<file path="src/rtl/mem_port_arbiter_if.sv">
// Bus bundle between the arbiter, the fetch/execute requesters and the shared memory.
// master: arbiter side. slave: requesters plus memory side.
interface mem_port_arbiter_if #(
    parameter int width = 32
);
    logic             if_req;
    logic [width-1:0] if_addr;
    logic [width-1:0] if_rdata;
    logic             if_ack;
    logic             d_req;
    logic             d_we;
    logic [1:0]       d_size;
    logic [width-1:0] d_addr;
    logic [width-1:0] d_wdata;
    logic [width-1:0] d_rdata;
    logic             d_ack;
    logic             mem_req;
    logic             mem_we;
    logic [1:0]       mem_size;
    logic [width-1:0] mem_addr;
    logic [width-1:0] mem_wdata;
    logic [width-1:0] mem_rdata;
    logic             mem_ack;
    logic             stall_if;
    logic             stall_ex;
    logic             err;

    modport master (
        input  if_req, if_addr, d_req, d_we, d_size, d_addr, d_wdata, mem_rdata, mem_ack,
        output if_rdata, if_ack, d_rdata, d_ack, mem_req, mem_we, mem_size, mem_addr,
        output mem_wdata, stall_if, stall_ex, err
    );

    modport slave (
        output if_req, if_addr, d_req, d_we, d_size, d_addr, d_wdata, mem_rdata, mem_ack,
        input  if_rdata, if_ack, d_rdata, d_ack, mem_req, mem_we, mem_size, mem_addr,
        input  mem_wdata, stall_if, stall_ex, err
    );
endinterface

</file>
<file path="src/rtl/mem_port_arbiter.sv">
// Arbitrates one single-ported memory between instruction fetch (I) and load/store (D).
// Define MEM_ARB_FAIRNESS_EN to force an I grant after STARVE_LIMIT consecutive D grants.
module mem_port_arbiter #(
    parameter int width        = 32,
    parameter int MAX_WAIT     = 255,
    parameter int STARVE_LIMIT = 4
) (
    input logic                clk,
    input logic                rst,
    mem_port_arbiter_if.master bus
);

    typedef enum logic [1:0] {IDLE, BUSY_I, BUSY_D, DONE} state_t;

    localparam logic [7:0] WAIT_LIMIT = 8'(MAX_WAIT);

    state_t           state;
    logic             mem_req_p1;
    logic             mem_we_p1;
    logic [1:0]       mem_size_p1;
    logic [width-1:0] mem_addr_p1;
    logic [width-1:0] mem_wdata_p1;
    logic [width-1:0] if_rdata_p1;
    logic [width-1:0] d_rdata_p1;
    logic             if_ack_p1;
    logic             d_ack_p1;
    logic             err_p1;
    logic [7:0]       wait_cnt;
    logic             force_i;
    logic             grant_d;
    logic             done_now;

    function automatic logic [7:0] sat_inc(input logic [7:0] v);
        return (v == 8'hFF) ? v : v + 8'd1;
    endfunction

`ifdef MEM_ARB_FAIRNESS_EN
    localparam int SW = (STARVE_LIMIT < 1) ? 1 : $clog2(STARVE_LIMIT + 1);
    localparam logic [SW-1:0] STARVE_MAX = SW'(STARVE_LIMIT);

    logic [SW-1:0] starve_cnt;

    assign force_i = bus.if_req && (starve_cnt == STARVE_MAX);

    // Counts D grants won while fetch sits waiting; any I grant or idle fetch restarts it.
    always_ff @(posedge clk or posedge rst) begin
        if (rst) begin
            starve_cnt <= '0;
        end else if (!bus.if_req) begin
            starve_cnt <= '0;
        end else if (state == IDLE) begin
            if (grant_d) starve_cnt <= starve_cnt + 1'b1;
            else         starve_cnt <= '0;
        end
    end
`else
    logic unused_starve_cfg;

    // The starvation limit only has meaning when fairness is compiled in.
    assign unused_starve_cfg = (STARVE_LIMIT > 0);
    assign force_i           = 1'b0;
`endif

    assign grant_d  = bus.d_req && !force_i;
    assign done_now = bus.mem_ack || (wait_cnt == WAIT_LIMIT);

    always_ff @(posedge clk or posedge rst) begin
        if (rst) begin
            state        <= IDLE;
            mem_req_p1   <= 1'b0;
            mem_we_p1    <= 1'b0;
            mem_size_p1  <= 2'b00;
            mem_addr_p1  <= '0;
            mem_wdata_p1 <= '0;
            if_rdata_p1  <= '0;
            d_rdata_p1   <= '0;
            if_ack_p1    <= 1'b0;
            d_ack_p1     <= 1'b0;
            err_p1       <= 1'b0;
            wait_cnt     <= 8'd0;
        end else begin
            if_ack_p1 <= 1'b0;
            d_ack_p1  <= 1'b0;
            err_p1    <= 1'b0;
            case (state)
                IDLE: begin
                    if (grant_d) begin
                        mem_req_p1   <= 1'b1;
                        mem_we_p1    <= bus.d_we;
                        mem_size_p1  <= bus.d_size;
                        mem_addr_p1  <= bus.d_addr;
                        mem_wdata_p1 <= bus.d_wdata;
                        wait_cnt     <= 8'd0;
                        state        <= BUSY_D;
                    end else if (bus.if_req) begin
                        mem_req_p1   <= 1'b1;
                        mem_we_p1    <= 1'b0;
                        mem_size_p1  <= 2'b10;
                        mem_addr_p1  <= bus.if_addr;
                        mem_wdata_p1 <= '0;
                        wait_cnt     <= 8'd0;
                        state        <= BUSY_I;
                    end
                end
                BUSY_I, BUSY_D: begin
                    // A real ack beats a timeout landing on the same cycle.
                    if (done_now) begin
                        mem_req_p1 <= 1'b0;
                        err_p1     <= !bus.mem_ack;
                        state      <= DONE;
                        if (state == BUSY_I) begin
                            if_ack_p1   <= 1'b1;
                            if_rdata_p1 <= bus.mem_ack ? bus.mem_rdata : '0;
                        end else begin
                            d_ack_p1   <= 1'b1;
                            d_rdata_p1 <= bus.mem_ack ? bus.mem_rdata : '0;
                        end
                    end else begin
                        wait_cnt <= sat_inc(wait_cnt);
                    end
                end
                DONE:    state <= IDLE;
                default: state <= IDLE;
            endcase
        end
    end

    assign bus.mem_req   = mem_req_p1;
    assign bus.mem_we    = mem_we_p1;
    assign bus.mem_size  = mem_size_p1;
    assign bus.mem_addr  = mem_addr_p1;
    assign bus.mem_wdata = mem_wdata_p1;
    assign bus.if_rdata  = if_rdata_p1;
    assign bus.d_rdata   = d_rdata_p1;
    assign bus.if_ack    = if_ack_p1;
    assign bus.d_ack     = d_ack_p1;
    assign bus.err       = err_p1;
    assign bus.stall_if  = bus.if_req & ~if_ack_p1;
    assign bus.stall_ex  = bus.d_req & ~d_ack_p1;

endmodule
</file>
<file path="src/flat_wrapper.sv">
// flat-port wrapper written by rule: the top's interface ports become plain ports
module mem_port_arbiter_flat 
#(
    parameter int width        = 32,
    parameter int MAX_WAIT     = 255,
    parameter int STARVE_LIMIT = 4
)
  (clk, rst, bus_if_req, bus_if_addr, bus_d_req, bus_d_we, bus_d_size, bus_d_addr, bus_d_wdata, bus_mem_rdata, bus_mem_ack, bus_if_rdata, bus_if_ack, bus_d_rdata, bus_d_ack, bus_mem_req, bus_mem_we, bus_mem_size, bus_mem_addr, bus_mem_wdata, bus_stall_if, bus_stall_ex, bus_err);
  mem_port_arbiter_if #(.width(width)) bus_i ();
  input logic clk;
  input logic rst;
  input wire logic [$bits(bus_i.if_req)-1:0] bus_if_req;
  input wire logic [$bits(bus_i.if_addr)-1:0] bus_if_addr;
  input wire logic [$bits(bus_i.d_req)-1:0] bus_d_req;
  input wire logic [$bits(bus_i.d_we)-1:0] bus_d_we;
  input wire logic [$bits(bus_i.d_size)-1:0] bus_d_size;
  input wire logic [$bits(bus_i.d_addr)-1:0] bus_d_addr;
  input wire logic [$bits(bus_i.d_wdata)-1:0] bus_d_wdata;
  input wire logic [$bits(bus_i.mem_rdata)-1:0] bus_mem_rdata;
  input wire logic [$bits(bus_i.mem_ack)-1:0] bus_mem_ack;
  output wire logic [$bits(bus_i.if_rdata)-1:0] bus_if_rdata;
  output wire logic [$bits(bus_i.if_ack)-1:0] bus_if_ack;
  output wire logic [$bits(bus_i.d_rdata)-1:0] bus_d_rdata;
  output wire logic [$bits(bus_i.d_ack)-1:0] bus_d_ack;
  output wire logic [$bits(bus_i.mem_req)-1:0] bus_mem_req;
  output wire logic [$bits(bus_i.mem_we)-1:0] bus_mem_we;
  output wire logic [$bits(bus_i.mem_size)-1:0] bus_mem_size;
  output wire logic [$bits(bus_i.mem_addr)-1:0] bus_mem_addr;
  output wire logic [$bits(bus_i.mem_wdata)-1:0] bus_mem_wdata;
  output wire logic [$bits(bus_i.stall_if)-1:0] bus_stall_if;
  output wire logic [$bits(bus_i.stall_ex)-1:0] bus_stall_ex;
  output wire logic [$bits(bus_i.err)-1:0] bus_err;
  assign bus_i.if_req = bus_if_req;
  assign bus_i.if_addr = bus_if_addr;
  assign bus_i.d_req = bus_d_req;
  assign bus_i.d_we = bus_d_we;
  assign bus_i.d_size = bus_d_size;
  assign bus_i.d_addr = bus_d_addr;
  assign bus_i.d_wdata = bus_d_wdata;
  assign bus_i.mem_rdata = bus_mem_rdata;
  assign bus_i.mem_ack = bus_mem_ack;
  assign bus_if_rdata = bus_i.if_rdata;
  assign bus_if_ack = bus_i.if_ack;
  assign bus_d_rdata = bus_i.d_rdata;
  assign bus_d_ack = bus_i.d_ack;
  assign bus_mem_req = bus_i.mem_req;
  assign bus_mem_we = bus_i.mem_we;
  assign bus_mem_size = bus_i.mem_size;
  assign bus_mem_addr = bus_i.mem_addr;
  assign bus_mem_wdata = bus_i.mem_wdata;
  assign bus_stall_if = bus_i.stall_if;
  assign bus_stall_ex = bus_i.stall_ex;
  assign bus_err = bus_i.err;
  mem_port_arbiter #(.width(width), .MAX_WAIT(MAX_WAIT), .STARVE_LIMIT(STARVE_LIMIT)) u_core (.clk(clk), .rst(rst), .bus(bus_i));
endmodule
</file>
<file path="config.mk">
export PLATFORM = sky130hd
export DESIGN_NAME = mem_port_arbiter_flat
export DESIGN_NICKNAME = d
export VERILOG_FILES = /design/src/rtl/mem_port_arbiter_if.sv /design/src/rtl/mem_port_arbiter.sv /design/src/flat_wrapper.sv
export SDC_FILE = /design/constraint.sdc
export NUM_CORES = 1
export LEC_CHECK = 0
export ABC_AREA = 1
export ABC_CLOCK_PERIOD_IN_PS = 13400
export CORE_AREA = 4 4 127 129
export DETAILED_ROUTE_END_ITERATION = 10
export DIE_AREA = 0 0 131 133
export GPL_ROUTABILITY_DRIVEN = 0
export GPL_TIMING_DRIVEN = 0
export PLACE_DENSITY = 0.77
export SETUP_SLACK_MARGIN = 0.2
export SYNTH_ARGS = -nofsm -noshare
export SYNTH_HDL_FRONTEND = slang
export SYNTH_SLANG_ARGS = --single-unit
</file>
<file path="constraint.sdc">
create_clock -name clk -period 13.4 [get_ports clk]
set_input_delay 2.01 -clock clk [delete_from_list [all_inputs] [get_ports clk]]
set_output_delay 2.01 -clock clk [all_outputs]
set_load 0.005 [all_outputs]
</file>
* Word-level counts from Yosys, hierarchy flattened
Index checks and enable logic that the tools add are counted.
** Word-level totals
- Bits in writable memories :: 0
- Logic and storage cells :: 68
- ROM bits :: 0
- Memories :: 0
- Register bits after elaboration :: 145
- Bits in latches :: 0
- Bits of input ports :: 136
- Output and inout port bits :: 137
** Operators by class
- $lt $le $gt $ge :: 0
- Reduce and logical (&&, ||, !) cells :: 12
- Multipliers :: 0
- Bitwise logic cells :: 5
- Divide/modulo/power cells :: 0
- Mux-type cells :: 30
- Add/subtract/negate cells :: 1
- Shift operators :: 0
- Eq/ne operators :: 8
** Operators by type and width (count)
- $mux 32 :: 5
- $mux 8 :: 4
- $pmux 8 s2 :: 1
- $mux 1 :: 13
- $mux 2 :: 5
- $reduce_and 3->1 :: 3
- $add 8x1->8 const B :: 1
- $eq 8x8->1 const B :: 1
- $pmux 2 s3 :: 1
- $eq 2x2->1 const B :: 2
- $ne 2x2->1 const B :: 2
- $reduce_and 2->1 :: 2
- $reduce_and 4->1 :: 1
- $reduce_bool 2->1 :: 2
- $ne 3x3->1 const B :: 1
- $not 1->1 :: 3
- $and 1x1->1 :: 2
- $eq 2x1->1 const B :: 1
- $logic_not 2->1 :: 1
- $ne 2x1->1 const B :: 1
- $pmux 1 s2 :: 1
- $reduce_or 2->1 :: 1
- $logic_not 1->1 :: 1
- $logic_or 1x1->1 :: 1

* Logic depth before layout (Yosys ltp)
- Depth after elaboration :: 4
- Mapped depth :: 9
- Gate-level depth less buffers :: 9

* Worst setup path before layout
OpenSTA, ideal clock, no wires.
- Kind :: input port to output port
- Start :: input port bus_d_req
- End :: output port bus_stall_ex
- Path buffers :: 2
- Data arrival time :: 2702 ps
- Slack :: 8688 ps
- Stages on the path :: 4
- Required time :: 11390 ps
- Cells stage by stage :: buf_2 > clkinv_1 > clkbuf_1 > nor2_1
** Between the ends
- Longest elaborated chain between the ends :: 1
** RTL lines
- start, declared :: RTL line flat_wrapper.sv:14 : input wire logic [$bits(bus_i.d_req)-1:0] bus_d_req;
- $and 1x1->1 :: RTL line mem_port_arbiter.sv:139 : assign bus.stall_ex = bus.d_req & ~d_ack_p1;
- end, declared :: RTL line flat_wrapper.sv:31 : output wire logic [$bits(bus_i.stall_ex)-1:0] bus_stall_ex;
No other way between the ends.

* Final worst setup path
Same ends and word-level chain as after synthesis.

==> results.sh <==
export IMPL_synth_seq_cells=145
export IMPL_clk_latency_ns=0.42
export IMPL_cts_num_sinks=145
export IMPL_dp_slack_ns=7.88
export IMPL_hpwl_mm=13.0
export IMPL_tightestPinTransition_ns=0.516
export IMPL_cts_root_buffer="clkbuf_16"
export IMPL_design_die_area_um2=17400
export IMPL_max_cap_violations=0
export IMPL_drive_gt1_share_pct=6.59
export IMPL_cts_buffers=17
export IMPL_rsz0062_at_grt="false"
export IMPL_syn_area_um2=5920
export IMPL_wl_per_cell_um=16.0
export IMPL_irDropWorstVdd_mv=0.0986
export IMPL_yosysWarnings=0
export IMPL_synthToLayoutAreaGrowth_pct=60.5
export IMPL_skew_ns=0.0115
export IMPL_holdBufCountCts=0
export IMPL_worstHoldStart="u_core.bus.if_rdata[26]"
export IMPL_grt_pass1_wl_mm=27.6
export IMPL_path_buf_inv=4
export IMPL_grt_antenna_before_repair=0
export IMPL_post_dp_cell_area_um2=8890
export IMPL_syn_inst=622
export IMPL_setup_tns_ns=0
export IMPL_fin_crit_sh_pct=41.0
export IMPL_total_power_w=0.00212
export IMPL_num_io_pins=273
export IMPL_vias=5450
export IMPL_crit_fanout=10
export IMPL_drt_iter0_drc=275
export IMPL_hold_viol_final=0
export IMPL_die_x_um=131
export IMPL_required_ns=11.39
export IMPL_slowest_stage="clkdlybuf4s50_1"
export IMPL_row_count=45
export IMPL_finalSetupViolations=0
export IMPL_nets=1054
export IMPL_post_cts_setup_buffer_count=0
export IMPL_synth_area_leaders="dfrtp_1 61%, nand2_1 13%, o21ai_0 5.4%"
export IMPL_path_clk_slew_ns=0.06
export IMPL_grt_pass1_vias=5415
export IMPL_ant_nets=0
export IMPL_grt_overflow=0
export IMPL_cp_arrival_ns=3.48
export IMPL_cts_resized=0
export IMPL_routed_wl_mm=17.8
export IMPL_viasPerCell=4.90
export IMPL_critical_path_top_delay_family="buffers and inverters"
export IMPL_clock_path_buffers=2
export IMPL_hold_class="flip-flop to flip-flop"
export IMPL_die_h_um=133
export IMPL_worstReg2RegStart="u_core.state[1]"
export IMPL_max_freq_mhz=182
export IMPL_setup_ws_ns=7.91
export IMPL_port_buffers=270
export IMPL_dr_pass1_iters=4
export IMPL_grt_total_usage_pct=19.9
export IMPL_syn_area_per_cell_um2=9.51
export IMPL_r2r_slack_ns=11.54
export IMPL_max_stage_delay_ns=0.52
export IMPL_initial_utilization_pct=39.4
export IMPL_leakagePower_nw=4.24
export IMPL_period_needed_ns=5.49
export IMPL_drc_errors=0
export IMPL_power_density_nw_per_um2=224
export IMPL_end_kind="primary output"
export IMPL_crit_chain="buf_2 > clkinv_1 > clkbuf_1 > nor2_1 > clkdlybuf4s50_1"
export IMPL_start_kind="input port"
export IMPL_yosysTopAreaCell="dfrtp_1"
export IMPL_crit_type="input port to primary output"
export IMPL_yosys_cell_types_count=24
export IMPL_fillers=1234
export IMPL_seq_area_frac_synth_pct=61.3
export IMPL_status="finished clean"
export IMPL_grt_max_degree=91
export IMPL_coreArea_um2=15000
export IMPL_antenna_cells=0
export IMPL_final_area_um2=9490
export IMPL_slew_headroom_pct=65.6
export IMPL_utilization_pct=63.1
export IMPL_startpoint="bus_d_req"
export IMPL_ctsHtreeMaxLevel=4
export IMPL_synth_nets=764
export IMPL_synth_top_area_share_pct=61.3
export IMPL_drv_slew=0
export IMPL_cts_tree="yes"
synthesized netlist by cell type (all sizes together):
library cell  count
a21oi             2
a22o             34
a31oi            32
buf              19
clkbuf           18
clkinv            2
dfrtp           145
ha                6
inv              20
nand2           210
nand3             8
nand3b            1
nor2             51
nor3              2
o21a              1
o21ai            70
o22a              1
path summary, 6_finish.rpt:
path | cells after the start | to
setup / recovery | 5 | bus_stall_ex
hold / removal | 2 | u_core.bus.if_rdata[26]
setup reg to reg | 7 | u_core.bus.mem_addr[26]
hold reg to reg | 2 | u_core.bus.if_rdata[26]
max in group asynchronous | 3 | u_core.bus.mem_size[1]
min in group asynchronous | 2 | u_core.bus.if_rdata[0]
through the flow:
stage	cells	hold WS, ns
2_1_floorplan	622	0.463
3_3_place_gp	1080	0.464
3_5_place_dp	1081	0.472
4_1_cts	1113	0.488
5_1_grt	1113	0.505
6_report	1113	0.480
cell usage in the layout (no fill, tap or decap), drive strengths merged:
cell type	netlist	routed
o22a	1	1
a31oi	32	32
nand3	8	8
a21oi	2	2
clkdlybuf4s50	0	270
nand3b	1	1
dfrtp	145	145
inv	20	23
a22o	34	34
buf	19	20
o21ai	70	70
nor3	2	2
clkinvlp	0	2
nor2	51	51
ha	6	6
clkinv	2	9
nand2	210	210
bufinv	0	3
clkbuf	18	35
o21a	1	1
registers in the layout (all words and copies together), names as in the netlist:
name,cells
u_core.bus.if_ack,1
u_core.bus.d_rdata,32
u_core.bus.mem_req,1
u_core.state,2
u_core.bus.mem_wdata,32
u_core.wait_cnt,8
u_core.bus.if_rdata,32
u_core.bus.mem_size,2
u_core.bus.mem_addr,32
u_core.bus.err,1
u_core.bus.mem_we,1
u_core.bus.d_ack,1
cell type report:
cell class	count	area (um2)	area share, %
Buffer	37	190	2.00
Clock buffer	17	425	4.48
Clock inverter	15	181	1.91
Inverter	22	87.6	0.923
Multi-Input combinational cell	418	2010	21.2
Sequential cell	145	3630	38.2
Tap cell	188	235	2.48
Timing Repair Buffer	271	2730	28.8
power by group:
group / internal (W) / switching [W] / total, W
Sequential: 0.000632 / 0.000105 / 0.000737
Clock: 0.000295 / 0.000191 / 0.000486
Combinational: 0.000506 / 0.000394 / 0.000900
per-layer routing:
layer  track usage [%]  share of wire [%]  vias up
li1                  -                  -     2639
met1              23.2                 39     2575
met2              34.3                 51      209
met3              6.46                7.8       27
met4              6.40                2.0        0
met5                 0                  0        -
worst min-delay path: stages (launching register included):
cell and delay [ns]:
dfrtp_1 0.34, nand2_1 0.05, o21ai_0 0.06
cell families (layout without fill, tap and decap cells):
kind of cell	Yosys count	in the layout	share of synthesized area, %
simple gates	272	272	17.7
flops	145	145	61.3
compound gates	140	140	15.0
buf+inv	59	362	4.61
fa+ha+maj	6	6	1.27
No activity file was read; power rests on OpenSTA's default activity.
